<file path="src/rtl/dmem_stall_ctrl.sv">
// -----------------------------------------------------------------------------
// dmem_stall_ctrl
//
// Data-memory access controller for the MEM stage. When EX/MEM holds a load
// or store, the block issues a registered request to a variable-latency
// memory, freezes the pipeline while the access is outstanding, and captures
// the load data for MEM/WB. An access that receives no ack within TIMEOUT
// WAIT cycles is aborted and flagged through the sticky err_o.
//
// Parameters
//   TIMEOUT      WAIT cycles without an ack before the access is aborted (>=1)
//
// Ports
//   clk_i        clock, all state updates on posedge
//   rst_i        synchronous active-high reset
//   MemRead_i    EX/MEM holds a load
//   MemWrite_i   EX/MEM holds a store
//   addr_i       data address (EX/MEM ALU result)
//   wdata_i      store data from EX/MEM
//   mem_ack_i    memory completed the access (one-cycle pulse)
//   mem_rdata_i  read data, valid with mem_ack_i
//   mem_req_o    registered request to memory
//   mem_we_o     registered write enable, valid with mem_req_o
//   mem_addr_o   latched address
//   mem_wdata_o  latched store data
//   Memdata_o    captured load data for MEM/WB
//   stall_o      freezes PC, IF/ID, ID/EX, EX/MEM and MEM/WB when 1
//   err_o        sticky timeout / illegal-access flag
// -----------------------------------------------------------------------------
module dmem_stall_ctrl #(
  parameter int unsigned TIMEOUT = 255
) (
  input  logic        clk_i,
  input  logic        rst_i,
  input  logic        MemRead_i,
  input  logic        MemWrite_i,
  input  logic [31:0] addr_i,
  input  logic [31:0] wdata_i,
  input  logic        mem_ack_i,
  input  logic [31:0] mem_rdata_i,
  output logic        mem_req_o,
  output logic        mem_we_o,
  output logic [31:0] mem_addr_o,
  output logic [31:0] mem_wdata_o,
  output logic [31:0] Memdata_o,
  output logic        stall_o,
  output logic        err_o
);

  localparam int unsigned CW = (TIMEOUT < 2) ? 1 : $clog2(TIMEOUT + 1);

  typedef enum logic [1:0] {
    IDLE = 2'd0,
    WAIT = 2'd1,
    DONE = 2'd2
  } state_t;

  state_t          state_q, state_d;
  logic            req_q,   req_d;
  logic            we_q,    we_d;
  logic [31:0]     addr_q,  addr_d;
  logic [31:0]     wdata_q, wdata_d;
  logic [31:0]     mdata_q, mdata_d;
  logic            err_q,   err_d;
  logic [CW-1:0]   cnt_q,   cnt_d;

  logic            acc;
  logic            timeout_hit;

  assign acc         = MemRead_i | MemWrite_i;
  assign timeout_hit = (cnt_q == CW'(TIMEOUT - 1));

  // Stall covers the detect cycle in IDLE and every WAIT cycle; DONE lets the
  // pipeline advance so MEM/WB picks up Memdata_o.
  assign stall_o = ((state_q == IDLE) & acc) | (state_q == WAIT);

  always_comb begin
    state_d = state_q;
    req_d   = req_q;
    we_d    = we_q;
    addr_d  = addr_q;
    wdata_d = wdata_q;
    mdata_d = mdata_q;
    err_d   = err_q;
    cnt_d   = cnt_q;

    unique case (state_q)
      IDLE: begin
        if (acc) begin
          state_d = WAIT;
          req_d   = 1'b1;
          // A simultaneous read+write request is issued as a write and flagged.
          we_d    = MemWrite_i;
          addr_d  = addr_i;
          wdata_d = wdata_i;
          cnt_d   = '0;
          if (MemRead_i & MemWrite_i) begin
            err_d = 1'b1;
          end
        end
      end

      WAIT: begin
        // Ack wins over a timeout landing in the same cycle.
        if (mem_ack_i) begin
          state_d = DONE;
          req_d   = 1'b0;
          if (!we_q) begin
            mdata_d = mem_rdata_i;
          end
        end else if (timeout_hit) begin
          state_d = DONE;
          req_d   = 1'b0;
          mdata_d = '0;
          err_d   = 1'b1;
        end else if (cnt_q != CW'(TIMEOUT)) begin
          cnt_d = cnt_q + CW'(1);
        end
      end

      // EX/MEM still holds the completed instruction here, so acc and any
      // stray ack are ignored.
      DONE: begin
        state_d = IDLE;
      end

      default: begin
        state_d = IDLE;
      end
    endcase
  end

  always_ff @(posedge clk_i) begin
    if (rst_i) begin
      state_q <= IDLE;
      req_q   <= 1'b0;
      we_q    <= 1'b0;
      addr_q  <= '0;
      wdata_q <= '0;
      mdata_q <= '0;
      err_q   <= 1'b0;
      cnt_q   <= '0;
    end else begin
      state_q <= state_d;
      req_q   <= req_d;
      we_q    <= we_d;
      addr_q  <= addr_d;
      wdata_q <= wdata_d;
      mdata_q <= mdata_d;
      err_q   <= err_d;
      cnt_q   <= cnt_d;
    end
  end

  assign mem_req_o   = req_q;
  assign mem_we_o    = we_q;
  assign mem_addr_o  = addr_q;
  assign mem_wdata_o = wdata_q;
  assign Memdata_o   = mdata_q;
  assign err_o       = err_q;

endmodule

</file>
<file path="config.mk">
export PLATFORM = sky130hd
export DESIGN_NAME = dmem_stall_ctrl
export DESIGN_NICKNAME = d
export VERILOG_FILES = /design/src/rtl/dmem_stall_ctrl.sv
export SDC_FILE = /design/constraint.sdc
export NUM_CORES = 1
export LEC_CHECK = 0
export CORE_MARGIN = 2
export CORE_UTILIZATION = 35
export CTS_CLUSTER_SIZE = 12
export DETAILED_ROUTE_END_ITERATION = 8
export DONT_BUFFER_PORTS = 1
export GPL_TIMING_DRIVEN = 0
export PLACE_DENSITY_LB_ADDON = 0.1
export SLEW_MARGIN = 25
export SYNTH_ARGS = -nofsm -noshare
export SYNTH_HDL_FRONTEND = slang
export SYNTH_SLANG_ARGS = --single-unit
export TNS_END_PERCENT = 100
</file>
<file path="constraint.sdc">
create_clock -name clk_i -period 2.25 [get_ports clk_i]
set_clock_uncertainty 0.2 [all_clocks]
set_input_delay 0.45 -clock clk_i [delete_from_list [all_inputs] [get_ports clk_i]]
set_output_delay 0.45 -clock clk_i [all_outputs]
set_load 0.05 [all_outputs]
</file>
==> flow_summary.ini, run 1 <==
[cts]
cts_max_path_buffers = 2
cts-htree-levels = 3
cts.reportedPaths.clkPinSlew_ns = 0.10
clock_buffer_count_from_cts = 9
clock_tree_root_driver_cell = sky130_fd_sc_hd__clkbuf_8
cts_tree = yes
clock_sinks = 109
clkLatencyLatePin_ns = 0.36
postCtsSetupRepairBufs = 0

[place]
place_congestion = 0.787
place_hpwl_um = 7360
port_buffers = 0
post-place-cells = 572
detailedPlace.worstSlack_ns = -0.123

[die]
placeableCoreArea_um2 = 10800
design.die.area_um2 = 11900
row_count = 38
effective_utilization_at_floorplan_pct = 35.8
die_w_um = 109
boundary_pins = 201
die_ht_um = 109

[global_route]
initial_antenna_violation_count = 0
global_route.overflow_total = 0
grt_first_pass_wirelength_um = 15800
first_global_vias = 3125
maximum_number_of_pins_on_one_net_before_global_route_repair = 18
gr-usage-all-layers_pct = 17.0

[layout]
synthToLayoutAreaGrowth_pct = 28.5
layout-drive-gt1-share_pct = 8.12
layout.core_utilization_pct = 45.9
fin_nets = 615
fill_cells = 1046
final_cell_count_no_fill = 657
diodes_inserted = 0

[worst_setup_path]
critical-path-max-stage-delay_ns = 0.38
setup.reg_to_reg.worst_slack_ns = 0.19
critical_path.cell_chain = nor2_4 -> nand2_2 -> nand2_4
beginning_of_the_critical_path = state_q[1]$_SDFFE_PP0P_
worst-path-buf-inv = 0
critical_path_data_arrival_time_ns = 1.41
critPathKind = flop to primary output
required_time_of_the_critical_path_ns = 1.60
critPathTopFamily = simple AND/OR/NAND/NOR gates
crit_fanout = 12
r2r-start = state_q[1]$_SDFFE_PP0P_
worstSetupStartpointType = flop
critPathCaptureType = primary output
cpMaxStageDelayCell = sky130_fd_sc_hd__dfxtp_1

[sta]
post-route-min-period_ns = 2.06
final_slew_viol_count = 0
maximum_clock_frequency_mhz = 485
worst-slew-pin-transition_ns = 0.676
count_of_final_hold_check_violations = 0
final_min_period_over_clock_period_pct = 91.7
finalHoldWorstSlack_ns = 0.0176
unrepaired_setup_endpoints_after_global_routing = no
final_critical_path_setup_slack_ns = 0.187
timing.slew.headroom_pct = 54.6
report.final.setup_viol = 0

[synthesis]
synth_mux_area_share_pct = 0.519
yosys.area_share.xor_xnor_pct = 0.227
synth_largest_type_area_fraction_pct = 56.5
yosys.area_share.adder_pct = 0.649
synth_cell_type_count = 37
synth.net_count = 535
synth_async_sr_flop_share_pct = 0
yosys-top-cells-area = sky130_fd_sc_hd__dfxtp_1 (57%), sky130_fd_sc_hd__nand2_1 (13%), sky130_fd_sc_hd__a21oi_1 (9.1%), sky130_fd_sc_hd__a22o_1 (7.3%), sky130_fd_sc_hd__buf_2 (1.7%)
synth_top_area_cell = sky130_fd_sc_hd__dfxtp_1
post_synth.cell_area_avg_um2 = 8.93
synth_warnings = 0
postSynth.topFlopCell = sky130_fd_sc_hd__dfxtp_1
syn-instance-count = 432
synth_area_um2 = 3860
synth_sequential_area_ratio_pct = 56.5
synth_top_family_by_area = compound AO/OA/AOI/OAI gates
postSynthRegisterBits = 109
compound_cell_area_share_of_the_yosys_netlist_pct = 19.5
synth-edff-count = 0
synth_simple_gate_area_share_pct = 19.2

[hold_path]
hp-start = addr_i[25]
hold_path.class = input pin to flop

[power_and_ir_drop]
total_leakage_power_nw = 1.90
max-vdd-ir-drop_mv = 0.352
power_density_nw_per_um2 = 866

[route]
routedWlPerCell_um = 15.8
number_of_nets_with_antenna_violations_after_routing = 0
drcViolationCount = 0
overall_via_count_from_detail_route = 3288
drt-vias-per-instance = 5.00
number_of_search_and_repair_iterations_in_the_first_detailed_routing_pass = 4
dr.first_iter.drc_count = 139
totalWireLength_um = 10400

[run]
drv.max_cap_violation_count = 0

[status]
status = complete, no violations
==> cells in the final DEF, fill, tap and decap left out, drive strengths merged, types with 2 or more instances in the layout <==
cell type,synthesis,final
a21oi,71,71
clkbuf,15,25
or4,5,5
mux2i,2,2
dlygate4sd3,0,70
nor2,5,5
nand3,5,5
ha,2,2
nand4,3,3
buf,13,13
clkinv,0,3
nand2,135,135
a22o,32,32
nor3,4,4
o31ai,3,3
nand2b,4,4
o21ai,4,4
a21boi,2,2
dfxtp,109,109
o211ai,2,2
inv,2,3
nor4,3,3
==> state kept, by name (all words and copies together), names as in the netlist <==
name,count
mem_we_o,1
cnt_q,8
state_q,2
mem_wdata_o,32
mem_req_o,1
err_o,1
Memdata_o,32
mem_addr_o,32
==> where the power goes <==
| group | switching [W] | internal [W] |
|---|---|---|
| Combinational | 0.000269 | 0.000211 |
| Clock | 0.000655 | 0.000579 |
| Sequential | 0.000525 | 0.00206 |
| Total | 0.00145 | 0.00285 |
==> layout make-up <==
type	instances	area [µm²]	share of cell area [%]
Clock inverter	5	57.6	1.16
Clock buffer	11	151	3.05
Multi-Input combinational cell	293	1560	31.5
Buffer	27	121	2.45
Inverter	2	7.51	0.151
Timing Repair Buffer	70	701	14.1
Tap cell	140	175	3.53
Sequential cell	109	2180	44.0
==> Yosys cell counts (2+ instances only) <==
library cell / n
sky130_fd_sc_hd__nand2_1: 135
sky130_fd_sc_hd__dfxtp_1: 109
sky130_fd_sc_hd__a21oi_1: 70
sky130_fd_sc_hd__a22o_1: 32
sky130_fd_sc_hd__clkbuf_1: 15
sky130_fd_sc_hd__buf_2: 13
sky130_fd_sc_hd__nand3_1: 5
sky130_fd_sc_hd__or4_1: 5
sky130_fd_sc_hd__nor2_1: 4
sky130_fd_sc_hd__nor3_1: 4
sky130_fd_sc_hd__nand2b_1: 3
sky130_fd_sc_hd__o21ai_0: 3
sky130_fd_sc_hd__o31ai_1: 3
sky130_fd_sc_hd__a21boi_1: 2
sky130_fd_sc_hd__ha_1: 2
sky130_fd_sc_hd__inv_1: 2
sky130_fd_sc_hd__mux2i_1: 2
sky130_fd_sc_hd__nand4_1: 2
sky130_fd_sc_hd__nor4_1: 2
sky130_fd_sc_hd__o211ai_1: 2
==> cells by family (layout without fill, tap and decap cells) <==
family / Yosys count / after routing
AND/OR/NAND/NOR: 169 / 169
buffers and inverters: 30 / 115
AO/OA/AOI/OAI: 119 / 119
XOR/XNOR: 1 / 1
flip-flops: 109 / 109
multiplexers: 2 / 2
adder cells (fa/ha/maj): 2 / 2
==> stage by stage <==
step / total power [W] / TNS [ns] / cell area, µm²
4_1_cts: 0.00434 / 0 / 4870
3_3_place_gp: 0.00300 / -0.130 / 4030
6_report: 0.00429 / 0 / 4960
5_1_grt: 0.00450 / 0 / 4960
3_5_place_dp: 0.00301 / -0.235 / 4030
2_1_floorplan: 0.00289 / 0 / 3860
==> path summary, 6_finish.rpt <==
| kind | endpoint | cells past startpoint |
|---|---|---|
| max reg2reg | Memdata_o[1]$_SDFFE_PP0P_ | 4 |
| min | mem_addr_o[25]$_SDFFE_PP0P_ | 2 |
| min reg2reg | cnt_q[5]$_SDFFE_PP0P_ | 2 |
| max | stall_o | 3 |
==> per-layer routing <==
| layer | global-route usage, % | share of wire [%] |
|---|---|---|
| met1 | 19.4 | 40 |
| met2 | 29.3 | 48 |
| met3 | 6.34 | 9.6 |
| met4 | 5.68 | 1.6 |
| met5 | 0 | 0 |
==> repair_timing <==
action,4_1_cts,5_1_grt
endpoints found under the hold margin,62,8
hold buffers,62,8
gates resized for setup,4,6
endpoints found under the setup margin,31,30
No activity file was read; power rests on OpenSTA's default activity.
==> run 2, diff against run 1 <==
- CORE_UTILIZATION: 35 -> 45
==> run 2 against run 1 <==
Compared with the run above: sequential share of layout area down 0.62 points; routed wire length rose by 2.4%; via count grew 4.7%; count of clock-buffer cells in the layout is the same; die area decreased by 21%; first-iteration DRC count decreased by 12%; critical path type is now flop to flop.
==> flow_summary.ini, run 2 (same netlist as run 1, synthesis figures left out) <==
[sta]
final_critical_path_setup_slack_ns = 0.0772
worst-slew-pin-transition_ns = 0.637
final_min_period_over_clock_period_pct = 96.6
report.final.setup_viol = 0
maximum_clock_frequency_mhz = 460
unrepaired_setup_endpoints_after_global_routing = yes
timing.slew.headroom_pct = 57.2
count_of_final_hold_check_violations = 0
final_slew_viol_count = 0
post-route-min-period_ns = 2.17

[hold_path]
hold_path.class = input pin to flop

[layout]
multiInputGateArea_um2 = 1560
final-seq-area_um2 = 2180
diodes_inserted = 0
layout-drive-gt1-share_pct = 7.34
layout_common_cells = sky130_fd_sc_hd__nand2_1 (133), sky130_fd_sc_hd__dfxtp_1 (109), sky130_fd_sc_hd__dlygate4sd3_1 (84), sky130_fd_sc_hd__a21oi_1 (69), sky130_fd_sc_hd__a22o_1 (32)
synthToLayoutAreaGrowth_pct = 30.3
fill_cells = 716
fin_nets = 629
mostFrequentLayoutCell = sky130_fd_sc_hd__nand2_1

[die]
row_count = 33
placeableCoreArea_um2 = 8260
effective_utilization_at_floorplan_pct = 46.7
die_ht_um = 96.6
boundary_pins = 201
die_w_um = 96.6
design.die.area_um2 = 9330

[cts]
cts.reportedPaths.clkPinSlew_ns = 0.10
clock_sinks = 109
cts_max_path_buffers = 2
cts-htree-levels = 3
cts_tree = yes
clock_tree_root_driver_cell = sky130_fd_sc_hd__clkbuf_8
clock_buffer_count_from_cts = 9
clkLatencyLatePin_ns = 0.36

[power_and_ir_drop]
total_leakage_power_nw = 1.94
power_density_nw_per_um2 = 836
p_total_w = 0.00420
max-vdd-ir-drop_mv = 0.330

[global_route]
global_route.overflow_total = 0
initial_antenna_violation_count = 0
first_global_vias = 3410
grt_first_pass_wirelength_um = 17100
maximum_number_of_pins_on_one_net_before_global_route_repair = 19
gr-usage-all-layers_pct = 22.3

[route]
dr.first_iter.drc_count = 122
routedWlPerCell_um = 16.7
totalWireLength_um = 10600
number_of_nets_with_antenna_violations_after_routing = 0
overall_via_count_from_detail_route = 3444
number_of_search_and_repair_iterations_in_the_first_detailed_routing_pass = 4
drcViolationCount = 0
drt-vias-per-instance = 5.42

[worst_setup_path]
crit_fanout = 10
required_time_of_the_critical_path_ns = 2.36
worstSetupStartpointType = flop
critPathCaptureType = flop
critical_path.cell_chain = inv_1 -> ha_1 -> nand4_1 -> o31ai_1 -> a21oi_2 -> clkbuf_1 -> a22o_1
critical_path_data_arrival_time_ns = 2.28
critical-path-max-stage-delay_ns = 0.43
cpMaxStageDelayCell = sky130_fd_sc_hd__dfxtp_1
critPathKind = flop to flop

[place]
place_congestion = 0.788
place_hpwl_um = 7210
port_buffers = 0
detailedPlace.worstSlack_ns = -0.174

[run]
drv.max_cap_violation_count = 0

[status]
status = complete, no violations
run 2: changes by cell type in the layout (fill, tap and decap cells not counted):
cell	delta
sky130_fd_sc_hd__bufinv_16	-1
sky130_fd_sc_hd__clkbuf_1	+3
sky130_fd_sc_hd__clkbuf_2	-2
sky130_fd_sc_hd__clkbuf_8	-1
sky130_fd_sc_hd__clkinv_2	-2
sky130_fd_sc_hd__clkinv_4	+2
sky130_fd_sc_hd__clkinvlp_4	+1
sky130_fd_sc_hd__dlygate4sd3_1	+14
sky130_fd_sc_hd__inv_6	-1
sky130_fd_sc_hd__inv_8	+1
run 2: area by class of cell:
class / count / share of cell area, %
Sequential cell: 109 / 43.4
Multi-Input combinational cell: 293 / 31.1
Timing Repair Buffer: 84 / 16.7
Clock buffer: 11 / 2.81
Tap cell: 105 / 2.61
Buffer: 27 / 2.36
Clock inverter: 5 / 0.896
Inverter: 2 / 0.149
run 2: path summary, 6_finish.rpt:
check	from	end	slack (ns)	depth (start not counted)
worst max register to register	cnt_q[0]$_SDFFE_PP0P_	Memdata_o[23]$_SDFFE_PP0P_	0.08	7
worst min register to register	cnt_q[5]$_SDFFE_PP0P_	cnt_q[5]$_SDFFE_PP0P_	0.32	2
worst min-delay path	addr_i[25]	mem_addr_o[25]$_SDFFE_PP0P_	0.01	2
worst max-delay path	cnt_q[0]$_SDFFE_PP0P_	Memdata_o[23]$_SDFFE_PP0P_	0.08	7
run 2: report_power, final:
part           internal [W]  switching, W  total (W)  leakage [nW]
clock network      0.000448      0.000673    0.00112        0.0916
logic              0.000227      0.000275   0.000501         0.953
registers           0.00206      0.000526    0.00258         0.893
run 2: what timing repair did:
item / 4_1_cts / 5_1_grt
hold buffers: 79 / 5
resized for setup: 4 / 2
setup buffers: 0 / 0
gates cloned: 0 / 0
endpoints found under the hold margin: 79 / 5
endpoints found under the setup margin: 12 / 30
run 2: routing by layer:
| layer | track usage [%] | wire length, µm |
|---|---|---|
| met4 | 10.1 | 284 |
| met1 | 25.9 | 4270 |
| met5 | 0 | 0 |
| met3 | 6.79 | 857 |
| met2 | 37.8 | 5210 |
run 2: critical path: cells and delay by family (launching register included):
| family | cells | cell delay, ns |
|---|---|---|
| buffers and inverters | 2 | 0.50 |
| flip-flops | 1 | 0.43 |
| adder cells (fa/ha/maj) | 1 | 0.22 |
| AO/OA/AOI/OAI | 3 | 0.62 |
| AND/OR/NAND/NOR | 1 | 0.15 |
run 2: through the flow:
step	utilization, %	instances	setup TNS, ns	hold slack (ns)	instance area, µm²
6_report	60.9	636	0	0.0139	5030
5_1_grt	60.9	636	-0.864	0.00262	5030
4_1_cts	60.3	631	0	0.000234	4980
3_5_place_dp	48.3	537	-0.174	0.305	3990
3_3_place_gp	48.3	537	-0.166	0.288	3990
2_1_floorplan	-	432	0	0.268	3860
